$ cat config.mk
export PLATFORM = sky130hd
export DESIGN_NAME = mem_access_unit
export DESIGN_NICKNAME = d
export VERILOG_FILES = /design/src/rtl/mem_access_unit.sv
export SDC_FILE = /design/constraint.sdc
export NUM_CORES = 1
export LEC_CHECK = 0
export ABC_AREA = 1
export CAP_MARGIN = 20
export CORE_MARGIN = 10
export CORE_UTILIZATION = 52
export CTS_CLUSTER_DIAMETER = 50
export DETAILED_ROUTE_END_ITERATION = 10
export PLACE_DENSITY = 0.86
export SLEW_MARGIN = 20
export SYNTH_ARGS = -nofsm -noshare
export SYNTH_HDL_FRONTEND = slang
export SYNTH_SLANG_ARGS = --single-unit
export TNS_END_PERCENT = 20
$ cat constraint.sdc
create_clock -name clk -period 8.6 [get_ports clk]
set_clock_uncertainty 0.2 [all_clocks]
set_input_delay 0.86 -clock clk [delete_from_list [all_inputs] [get_ports clk]]
set_output_delay 0.86 -clock clk [all_outputs]
set_load 0.02 [all_outputs]
$ cat src/rtl/mem_access_unit.sv
// Load/store sequencer between a core request port and a word-wide big-endian data memory.
// Latency: error 1, load 2, word store 2, sub-word store 3 cycles from the accepting edge to done.
// Backpressure: a single access is in flight; req is ignored while busy and nothing is queued.
module mem_access_unit #(
  parameter int unsigned ADDR_LIMIT = 256
) (
  input  logic        clk,
  input  logic        rst,
  input  logic        req,
  input  logic        we,
  input  logic [1:0]  size,
  input  logic        sign_ext,
  input  logic [31:0] addr,
  input  logic [31:0] wdata,
  output logic [31:0] rdata,
  output logic        busy,
  output logic        done,
  output logic        err,
  output logic        mem_rw,
  output logic        mem_en,
  output logic [31:0] mem_addr,
  output logic [31:0] mem_wdata,
  input  logic [31:0] mem_rdata
);

  typedef enum logic [1:0] {
    ST_IDLE = 2'd0,
    ST_RD   = 2'd1,
    ST_WR   = 2'd2,
    ST_DONE = 2'd3
  } state_t;

  localparam logic [1:0] SZ_BYTE = 2'b00;
  localparam logic [1:0] SZ_HALF = 2'b01;
  localparam logic [1:0] SZ_WORD = 2'b10;
  localparam logic [1:0] SZ_ILL  = 2'b11;

  state_t      r_state;
  state_t      w_state_nxt;

  logic [31:0] r_addr;
  logic [1:0]  r_size;
  logic        r_we;
  logic        r_sext;
  logic [31:0] r_wdata;
  logic        r_err;
  logic [31:0] r_word;
  logic [31:0] r_rdata;

  logic        w_misalign;
  logic [32:0] w_last_byte;
  logic        w_out_of_range;
  logic        w_req_err;
  logic        w_accept;
  logic [31:0] w_word_addr;
  logic [31:0] w_store_word;
  logic [31:0] w_load_val;

  // Pick the addressed lane out of a big-endian word and extend it to 32 bits.
  function automatic logic [31:0] load_extract(input logic [31:0] word,
                                               input logic [1:0]  off,
                                               input logic [1:0]  sz,
                                               input logic        sx);
    logic [7:0]  b;
    logic [15:0] h;
    logic [31:0] res;
    case (off)
      2'd0:    b = word[31:24];
      2'd1:    b = word[23:16];
      2'd2:    b = word[15:8];
      default: b = word[7:0];
    endcase
    h = off[1] ? word[15:0] : word[31:16];
    case (sz)
      SZ_BYTE: res = {{24{sx & b[7]}}, b};
      SZ_HALF: res = {{16{sx & h[15]}}, h};
      default: res = word;
    endcase
    return res;
  endfunction

  // Replace only the addressed lane of the captured word with the store data.
  function automatic logic [31:0] merge_lane(input logic [31:0] word,
                                             input logic [1:0]  off,
                                             input logic [1:0]  sz,
                                             input logic [31:0] wd);
    logic [31:0] res;
    res = word;
    case (sz)
      SZ_BYTE: begin
        case (off)
          2'd0:    res[31:24] = wd[7:0];
          2'd1:    res[23:16] = wd[7:0];
          2'd2:    res[15:8]  = wd[7:0];
          default: res[7:0]   = wd[7:0];
        endcase
      end
      SZ_HALF: begin
        if (off[1]) res[15:0]  = wd[15:0];
        else        res[31:16] = wd[15:0];
      end
      default: res = wd;
    endcase
    return res;
  endfunction

  // Reject checks on the live request; the range check uses 33 bits so addresses near 2^32 cannot wrap.
  assign w_misalign     = (size == SZ_ILL) ||
                          ((size == SZ_HALF) && addr[0]) ||
                          ((size == SZ_WORD) && (addr[1:0] != 2'b00));
  assign w_last_byte    = {1'b0, addr[31:2], 2'b00} + 33'd3;
  assign w_out_of_range = (w_last_byte >= 33'(ADDR_LIMIT));
  assign w_req_err      = w_misalign || w_out_of_range;
  assign w_accept       = (r_state == ST_IDLE) && req;

  assign w_word_addr  = {r_addr[31:2], 2'b00};
  assign w_store_word = merge_lane(r_word, r_addr[1:0], r_size, r_wdata);
  assign w_load_val   = load_extract(mem_rdata, r_addr[1:0], r_size, r_sext);

  assign rdata = r_rdata;

  // State register; reset abandons any access in flight.
  always_ff @(posedge clk or posedge rst) begin
    if (rst) r_state <= ST_IDLE;
    else     r_state <= w_state_nxt;
  end

  // Next-state routing and all memory/handshake outputs decoded from the current state.
  always_comb begin
    w_state_nxt = r_state;
    busy        = 1'b0;
    done        = 1'b0;
    err         = 1'b0;
    mem_en      = 1'b0;
    mem_rw      = 1'b0;
    mem_addr    = 32'd0;
    mem_wdata   = 32'd0;
    case (r_state)
      ST_IDLE: begin
        if (req) begin
          if (w_req_err)            w_state_nxt = ST_DONE;
          else if (!we)             w_state_nxt = ST_RD;
          else if (size == SZ_WORD) w_state_nxt = ST_WR;
          else                      w_state_nxt = ST_RD;
        end
      end
      ST_RD: begin
        busy        = 1'b1;
        mem_en      = 1'b1;
        mem_addr    = w_word_addr;
        w_state_nxt = r_we ? ST_WR : ST_DONE;
      end
      ST_WR: begin
        busy        = 1'b1;
        mem_rw      = 1'b1;
        mem_addr    = w_word_addr;
        mem_wdata   = w_store_word;
        w_state_nxt = ST_DONE;
      end
      ST_DONE: begin
        busy        = 1'b1;
        done        = 1'b1;
        err         = r_err;
        w_state_nxt = ST_IDLE;
      end
      default: w_state_nxt = ST_IDLE;
    endcase
  end

  // Request capture in IDLE, read-word capture in RD, and load result update on the RD->DONE edge.
  always_ff @(posedge clk or posedge rst) begin
    if (rst) begin
      r_addr  <= 32'd0;
      r_size  <= 2'd0;
      r_we    <= 1'b0;
      r_sext  <= 1'b0;
      r_wdata <= 32'd0;
      r_err   <= 1'b0;
      r_word  <= 32'd0;
      r_rdata <= 32'd0;
    end else begin
      if (w_accept) begin
        r_addr  <= addr;
        r_size  <= size;
        r_we    <= we;
        r_sext  <= sign_ext;
        r_wdata <= wdata;
        r_err   <= w_req_err;
      end
      if (r_state == ST_RD) begin
        r_word <= mem_rdata;
        if (!r_we) r_rdata <= w_load_val;
      end
    end
  end

endmodule

==> out/results.tsv, run 1 <==
metric	value	unit
pwr/cell area	422.4	nW/um^2
DR vias	7303	
P_int	2.280	mW
final setup vio count	0	
worst slew pin tran	1102	ps
total track usage	25.43	%
fraction of layout cells with a size suffix above 1	5.705	%
sw frac	45.09	%
IO Pins	204	
Crit path largest cell delay	870	ps
crit path cell chain	inv_1 -> nand2_1 -> a21oi_1 -> o21ai_0 -> nand3_1 -> nand2_1 -> inv_1 -> clkdlybuf4s50_1	
Avg WL per Cell	17.60	um
fin. max-slew vios	0	
commonest non-fill, non-tap cell in the layout	nand2_1	
post-route ant nets	0	
f_max	0.2316	GHz
TritonRoute pass-1 iters	8	
# DRC	0	
largest fanout on the critical path	38	
max_cap viols	0	
post-CTS setup buffers	0	
status	finished clean	
Max IR drop VDD	272.7	uV
syn_area_per_cell	7.157	sq um
vias in the first global route	7161	
# hold bufs at CTS	0	
DPL Wire Length	17580	um
synthesized-area fraction occupied by adder cells	0.6924	%
Critical-path top delay cell	inv_1	
post-synthesis sequential area ratio	46.74	%
post_cts resized	0	
Nets	1286	
Clock transition at path regs	50	ps
total gr overflow	0	
Fillers	1181	
GP Congestion	0.9543	
largest family of logic cells by synthesized area	simple AND/OR/NAND/NOR gates	
Net Switching	1.872	mW
most frequent cells in the layout	385 x nand2_1, 201 x clkdlybuf4s50_1, 135 x dfrtp_1	
synthesized instance count	1010	
CP endpoint kind	output port	
setup TNS	0	ps
power share of the sequential group	28.3	%
post-synthesis xor/xnor area fraction	0	%
critical path class	register to output port	
Synth Cell Area	7228	sq um
crit start category	register	
critical path's top delay family	buffers and inverters	
TritonCTS clock tree	built	
Vias/cell	5.319	
Combinational Power Share	54.0	%
Clk Tree Root Cell	clkbuf_16	
initial antenna violation count	0	
Die Span Y	137.9	um
Critical Path AT	3260	ps
YS warnings	0	
pin count of the biggest net entering global routing	77	
maximum buffer depth of the clock tree	2	
core footprint	13770	sq um
later-pin clock latency in the skew report	430	ps
RSZ-0062 raised after global routing	no	
Post-Route WL	24170	um
Distinct cells, synth	29	
Buf/Inv on CP	3	
top area cells in the synthesized netlist	dfrtp_1 47%, nand2_1 20%, o21ai_0 5.8%, inv_1 5.8%, a21oi_1 5.3%	
Initial Util	52.48	%
Leak	4.910	nW
Required @ worst endpoint	7540	ps
DR iter-0 viols	705	
first-pass GRT wire length	37740	um
Area Overhead vs Synth	35.97	%
die width	137.9	um
H-tree level count	4	
Die ar.	19020	sq um
complex-gate fraction of the synthesized area	14.87	%
Yosys top cell area share	46.74	%
Cell Rows	43	
fin crit share	50.21	%
Final Critical Period	4318	ps
cts bufs inserted	17	
HP Class	register to register	
final hold viol count	0	
area leader, netlist	dfrtp_1	
post-synthesis simple-gate area fraction	27.71	%
count of state elements after synthesis	135	
Port Buffers	201	
fin util	71.36	%
clk sinks	135	
clock share of power	17.6	%
Max-Slew Margin vs Limit	26.43	%
mux cell area share after synthesis	0	%
[logic make-up (layout without fill, tap and decap cells)]
family	after synthesis	after routing
and+or+nand+nor	496	496
AOI/OAI and AO/OA	202	202
buffers and inverters	172	353
DFF	135	135
adders and majority gates	4	4
other	1	3
[cell usage after synthesis]
master    count
nand2_2       3
o211ai_1     12
a31oi_1       5
ha_1          4
buf_4         6
a22oi_1       3
nand4_1       2
nand3_1      36
nand2_1     386
o21a_1        1
inv_1       111
o21ai_0      84
or2_2        16
clkbuf_1     28
o22ai_1      10
buf_6         4
dfrtp_1     135
a21oi_1      76
nor3_1        1
buf_1         4
o21ai_1       9
nand3_2       2
a211oi_1      2
inv_2         3
buf_2        16
nor2_1       44
nor2_2        3
nor2_4        3
conb_1        1
[sequential cells by signal, indices dropped and copies added, names as in the netlist]
| signal | count |
|---|---|
| r_we | 1 |
| r_addr | 32 |
| r_word | 32 |
| r_err | 1 |
| rdata | 32 |
| r_state | 2 |
| r_sext | 1 |
| r_wdata | 32 |
| r_size | 2 |
[stage by stage]
| step | hold WS (ps) | cell area (sq um) | setup slack (ps) | std cells | power (mW) |
|---|---|---|---|---|---|
| final | 274.8 | 9828 | 4282 | 1373 | 4.152 |
| after global routing | 295.2 | 9826 | 4097 | 1372 | 4.461 |
| after CTS | 279.3 | 9826 | 4319 | 1372 | 4.155 |
| after detailed placement | 264.5 | 9229 | 4794 | 1340 | 3.403 |
| after global placement | 262.6 | 9229 | 4841 | 1340 | 3.355 |
| after floorplan | 246.8 | 7232 | 3929 | 1011 | 2.549 |
[cell type report]
cell class / count / area (sq um) / area share, %
Inverter: 114 / 430.4 / 4.379
Clock inverter: 7 / 91.34 / 0.9293
Antenna cell: 1 / 2.502 / 0.02546
Clock buffer: 25 / 505.5 / 5.143
Sequential cell: 135 / 3378 / 34.37
Multi-Input combinational cell: 704 / 3138 / 31.93
Tap cell: 180 / 225.2 / 2.292
Timing Repair Buffer: 207 / 2057 / 20.93
[routing by layer]
| metal | track usage, % | part of all wire, % | wire length (um) | up-vias |
|---|---|---|---|---|
| met5 | 0 | 0 | 0 | - |
| met1 | 31.34 | 40 | 9568 | 3352 |
| met3 | 9.891 | 12 | 2894 | 61 |
| met2 | 38.96 | 45 | 10970 | 383 |
| li1 | - | - | - | 3507 |
| met4 | 10.83 | 3.1 | 740 | 0 |
[worst paths after layout]
| check | start | end | slack, ps | cells past startpoint |
|---|---|---|---|---|
| worst max-delay path | r_addr[1] | mem_wdata[31] | 4280 | 8 |
| worst min-delay path | rdata[4] | rdata[4] | 270 | 2 |
| worst max register to register | r_addr[1] | rdata[28] | 5860 | 7 |
| worst min register to register | rdata[4] | rdata[4] | 270 | 2 |
| max in group asynchronous | rst | rdata[9] | 6030 | 3 |
| min in group asynchronous | rst | r_wdata[11] | 820 | 2 |
[power groups by stage]
stage	Clock, mW	Sequential (mW)	Combinational (mW)
6_report	0.733	1.18	2.24
5_1_grt	0.766	1.21	2.49
4_1_cts	0.739	1.17	2.25
3_5_place_dp	0	1.17	2.23
3_3_place_gp	0	1.16	2.19
2_1_floorplan	0	1.18	1.37
[tightest hold or removal path, cell delays in order (launching register included)]
cell	delay (ps)
dfrtp_1	340
nand2_1	50
nand2_1	50
(Power assumes the default switching activity.)
==> inputs of run 2 (changes only) <==
--- a/config.mk
+++ b/config.mk
@@ -8,10 +8,10 @@
 export ABC_AREA = 1
 export CAP_MARGIN = 20
 export CORE_MARGIN = 10
-export CORE_UTILIZATION = 52
+export CORE_UTILIZATION = 49
 export CTS_CLUSTER_DIAMETER = 50
 export DETAILED_ROUTE_END_ITERATION = 10
-export PLACE_DENSITY = 0.86
+export PLACE_DENSITY = 0.82
 export SLEW_MARGIN = 20
 export SYNTH_ARGS = -nofsm -noshare
 export SYNTH_HDL_FRONTEND = slang
==> constraint.sdc (replaced) <==
create_clock -name clk -period 4.05 [get_ports clk]
set_clock_uncertainty 0.2 [all_clocks]
set_input_delay 0.405 -clock clk [delete_from_list [all_inputs] [get_ports clk]]
set_output_delay 0.405 -clock clk [all_outputs]
set_load 0.02 [all_outputs]
==> run 2 against run 1 <==
  * Critical path depth is the same
  * Routed wire length grew 2.6%
  * Sequential share of layout area shrank 0.17 points
  * Cell count grew 0.51%
  * Combinational power grew 120%
  * Clock power grew 120%
  * Highest routed layer unchanged
==> out/results.tsv, run 2 (synthesis gave the netlist of run 1 again) <==
metric	value	unit	change
TritonCTS clock tree	built		
pwr/cell area	901.9	nW/um^2	+110%
later-pin clock latency in the skew report	420	ps	about the same
HP Class	register to register		
worst hold stages	2		unchanged
post_cts resized	0		unchanged
fin crit share	86.46	%	
Fillers	1205		+2.0%
Vias/cell	5.293		-0.48%
initial antenna violation count	0		unchanged
f_max	0.2856	GHz	
Avg WL per Cell	17.97	um	+2.1%
Area Overhead vs Synth	36.68	%	
GP Congestion	0.9420		-1.3%
first-pass GRT wire length	38210	um	+1.2%
H-tree level count	4		unchanged
post-CTS setup buffers	0		unchanged
post-route ant nets	0		unchanged
setup TNS	0	ps	unchanged
area of the multi-input gates	3138	sq um	unchanged
clk sinks	135		unchanged
TritonRoute pass-1 iters	6		-2
RR Endpoint	rdata[20]		
cts bufs inserted	17		unchanged
Total Power	8.910	mW	+110%
fraction of layout cells with a size suffix above 1	6.104	%	+0.40 points
Antenna Diode Count	0		-1
DPL Wire Length	18270	um	+4.0%
# DRC	0		unchanged
Port Buffers	201		unchanged
Clock transition at path regs	60	ps	about the same
RSZ-0062 raised after global routing	no		
final setup vio count	0		unchanged
Register-to-Register Setup Slack	1340	ps	-4520 ps
Critical R2R Launch	r_state[1]		
Cell Rows	44		+2.3%
maximum buffer depth of the clock tree	2		unchanged
die width	141.5	um	+2.6%
most frequent cells in the layout	385 x nand2_1, 201 x clkdlybuf4s50_1, 134 x dfrtp_1		
placed cells	1348		+0.60%
commonest non-fill, non-tap cell in the layout	nand2_1		
critical path class	register to output port		
final hold viol count	0		unchanged
CP endpoint kind	output port		
crit start category	register		
Initial Util	49.92	%	-2.6 points
largest fanout on the critical path	13		-66%
IO Pins	204		unchanged
core footprint	14480	sq um	+5.1%
Final Critical Period	3502	ps	
Max-Slew Margin vs Limit	42.40	%	+16 points
vias in the first global route	7246		+1.2%
Post-Route WL	24800	um	+2.6%
hold endpoint	rdata[4]		
Leak	4.931	nW	+0.44%
Critical Path AT	2900	ps	-360 ps
Hold Startpoint	rdata[4]		
total track usage	23.96	%	-1.5 points
max_cap viols	0		unchanged
Max IR drop VDD	511.0	uV	+87%
Required @ worst endpoint	3440	ps	-4100 ps
total gr overflow	0		unchanged
DR iter-0 viols	686		-2.7%
Nets	1290		+0.31%
Worst R2R Path Depth	9		+2
# hold bufs at CTS	0		unchanged
Die Span Y	141.5	um	+2.6%
Die ar.	20010	sq um	+5.2%
status	finished clean		
DR vias	7305		+0.027%
fin. max-slew vios	0		unchanged
Non-Filler Instances	1380		+0.51%
pin count of the biggest net entering global routing	73		-5.2%
register area	3379	sq um	about the same
Clk Tree Root Cell	clkbuf_16		
worst slew pin tran	860.9	ps	-241.4 ps
## run 2: changes by cell type in the layout (fill, tap and decap cells not counted), sizes merged
cell | before | now
buf | 6 | 10
clkinvlp | 1 | 2
bufinv | 2 | 3
diode | 1 | 0
clkinv | 4 | 5
inv | 114 | 113
clkbuf | 25 | 23
## run 2: how the worst max path moves through the flow
stage	from	to	depth (start not counted)
5_1_grt	r_addr[0]	mem_wdata[8]	8
3_3_place_gp	r_size[0]	mem_wdata[31]	8
6_report	r_addr[0]	mem_wdata[8]	8
4_1_cts	r_addr[0]	mem_wdata[8]	8
3_5_place_dp	r_addr[0]	mem_wdata[11]	8
2_1_floorplan	rst	r_addr[0]	1
## run 2: layout make-up
| type | instances | area share, % |
|---|---|---|
| timing repair buffer | 211 | 21.25 |
| clock inverter | 9 | 1.241 |
| clock buffer | 23 | 4.838 |
| tap | 184 | 2.330 |
| inverter | 114 | 4.369 |
| sequential | 135 | 34.21 |
| multi-input combinational | 704 | 31.76 |
## run 2: worst max-delay path, stage by stage (launching register included)
cell	delay, ps
dfrtp_1	420
inv_1	340
nand2_1	380
inv_1	220
o21ai_0	100
a21oi_1	150
nor2_1	50
nor2_1	120
clkdlybuf4s50_1	680
## run 2: power by group
part	switching (mW)	leakage, nW	internal (mW)
clock network	0.568	0.297	1.01
logic	2.99	2.98	1.85
registers	0.472	1.66	2.01
total	4.03	4.93	4.88
## run 2: through the flow
step | worst slack, ps | utilization, % | instance area (sq um) | hold WS, ps
floorplan | 1766 | - | 7236 | 246.8
global placement | 1126 | 64.09 | 9279 | 261.8
detailed placement | 1067 | 64.09 | 9279 | 265.2
CTS | 601.6 | 68.23 | 9879 | 280.5
global route | 397.3 | 68.23 | 9879 | 294.0
finish | 548.4 | 68.23 | 9879 | 274.1
## run 2: per-layer routing
| metal | share of wire [%] | track usage [%] | routed length (um) |
|---|---|---|---|
| met5 | 0 | 0 | 0 |
| met4 | 2.5 | 8.714 | 614 |
| met3 | 13 | 10.18 | 3118 |
| met2 | 45 | 37.63 | 11280 |
| met1 | 39 | 28.75 | 9789 |
==> inputs of run 3 (changes only) <==
--- a/config.mk
+++ b/config.mk
@@ -6,12 +6,14 @@
 export NUM_CORES = 1
 export LEC_CHECK = 0
 export ABC_AREA = 1
+export ABC_CLOCK_PERIOD_IN_PS = 4050
 export CAP_MARGIN = 20
 export CORE_MARGIN = 10
 export CORE_UTILIZATION = 49
 export CTS_CLUSTER_DIAMETER = 50
 export DETAILED_ROUTE_END_ITERATION = 10
 export PLACE_DENSITY = 0.82
+export SKIP_CTS_REPAIR_TIMING = 1
 export SLEW_MARGIN = 20
 export SYNTH_ARGS = -nofsm -noshare
 export SYNTH_HDL_FRONTEND = slang
==> results of run 3 <==
No change in the layout: final DEF, timing and power equal those of run 2.
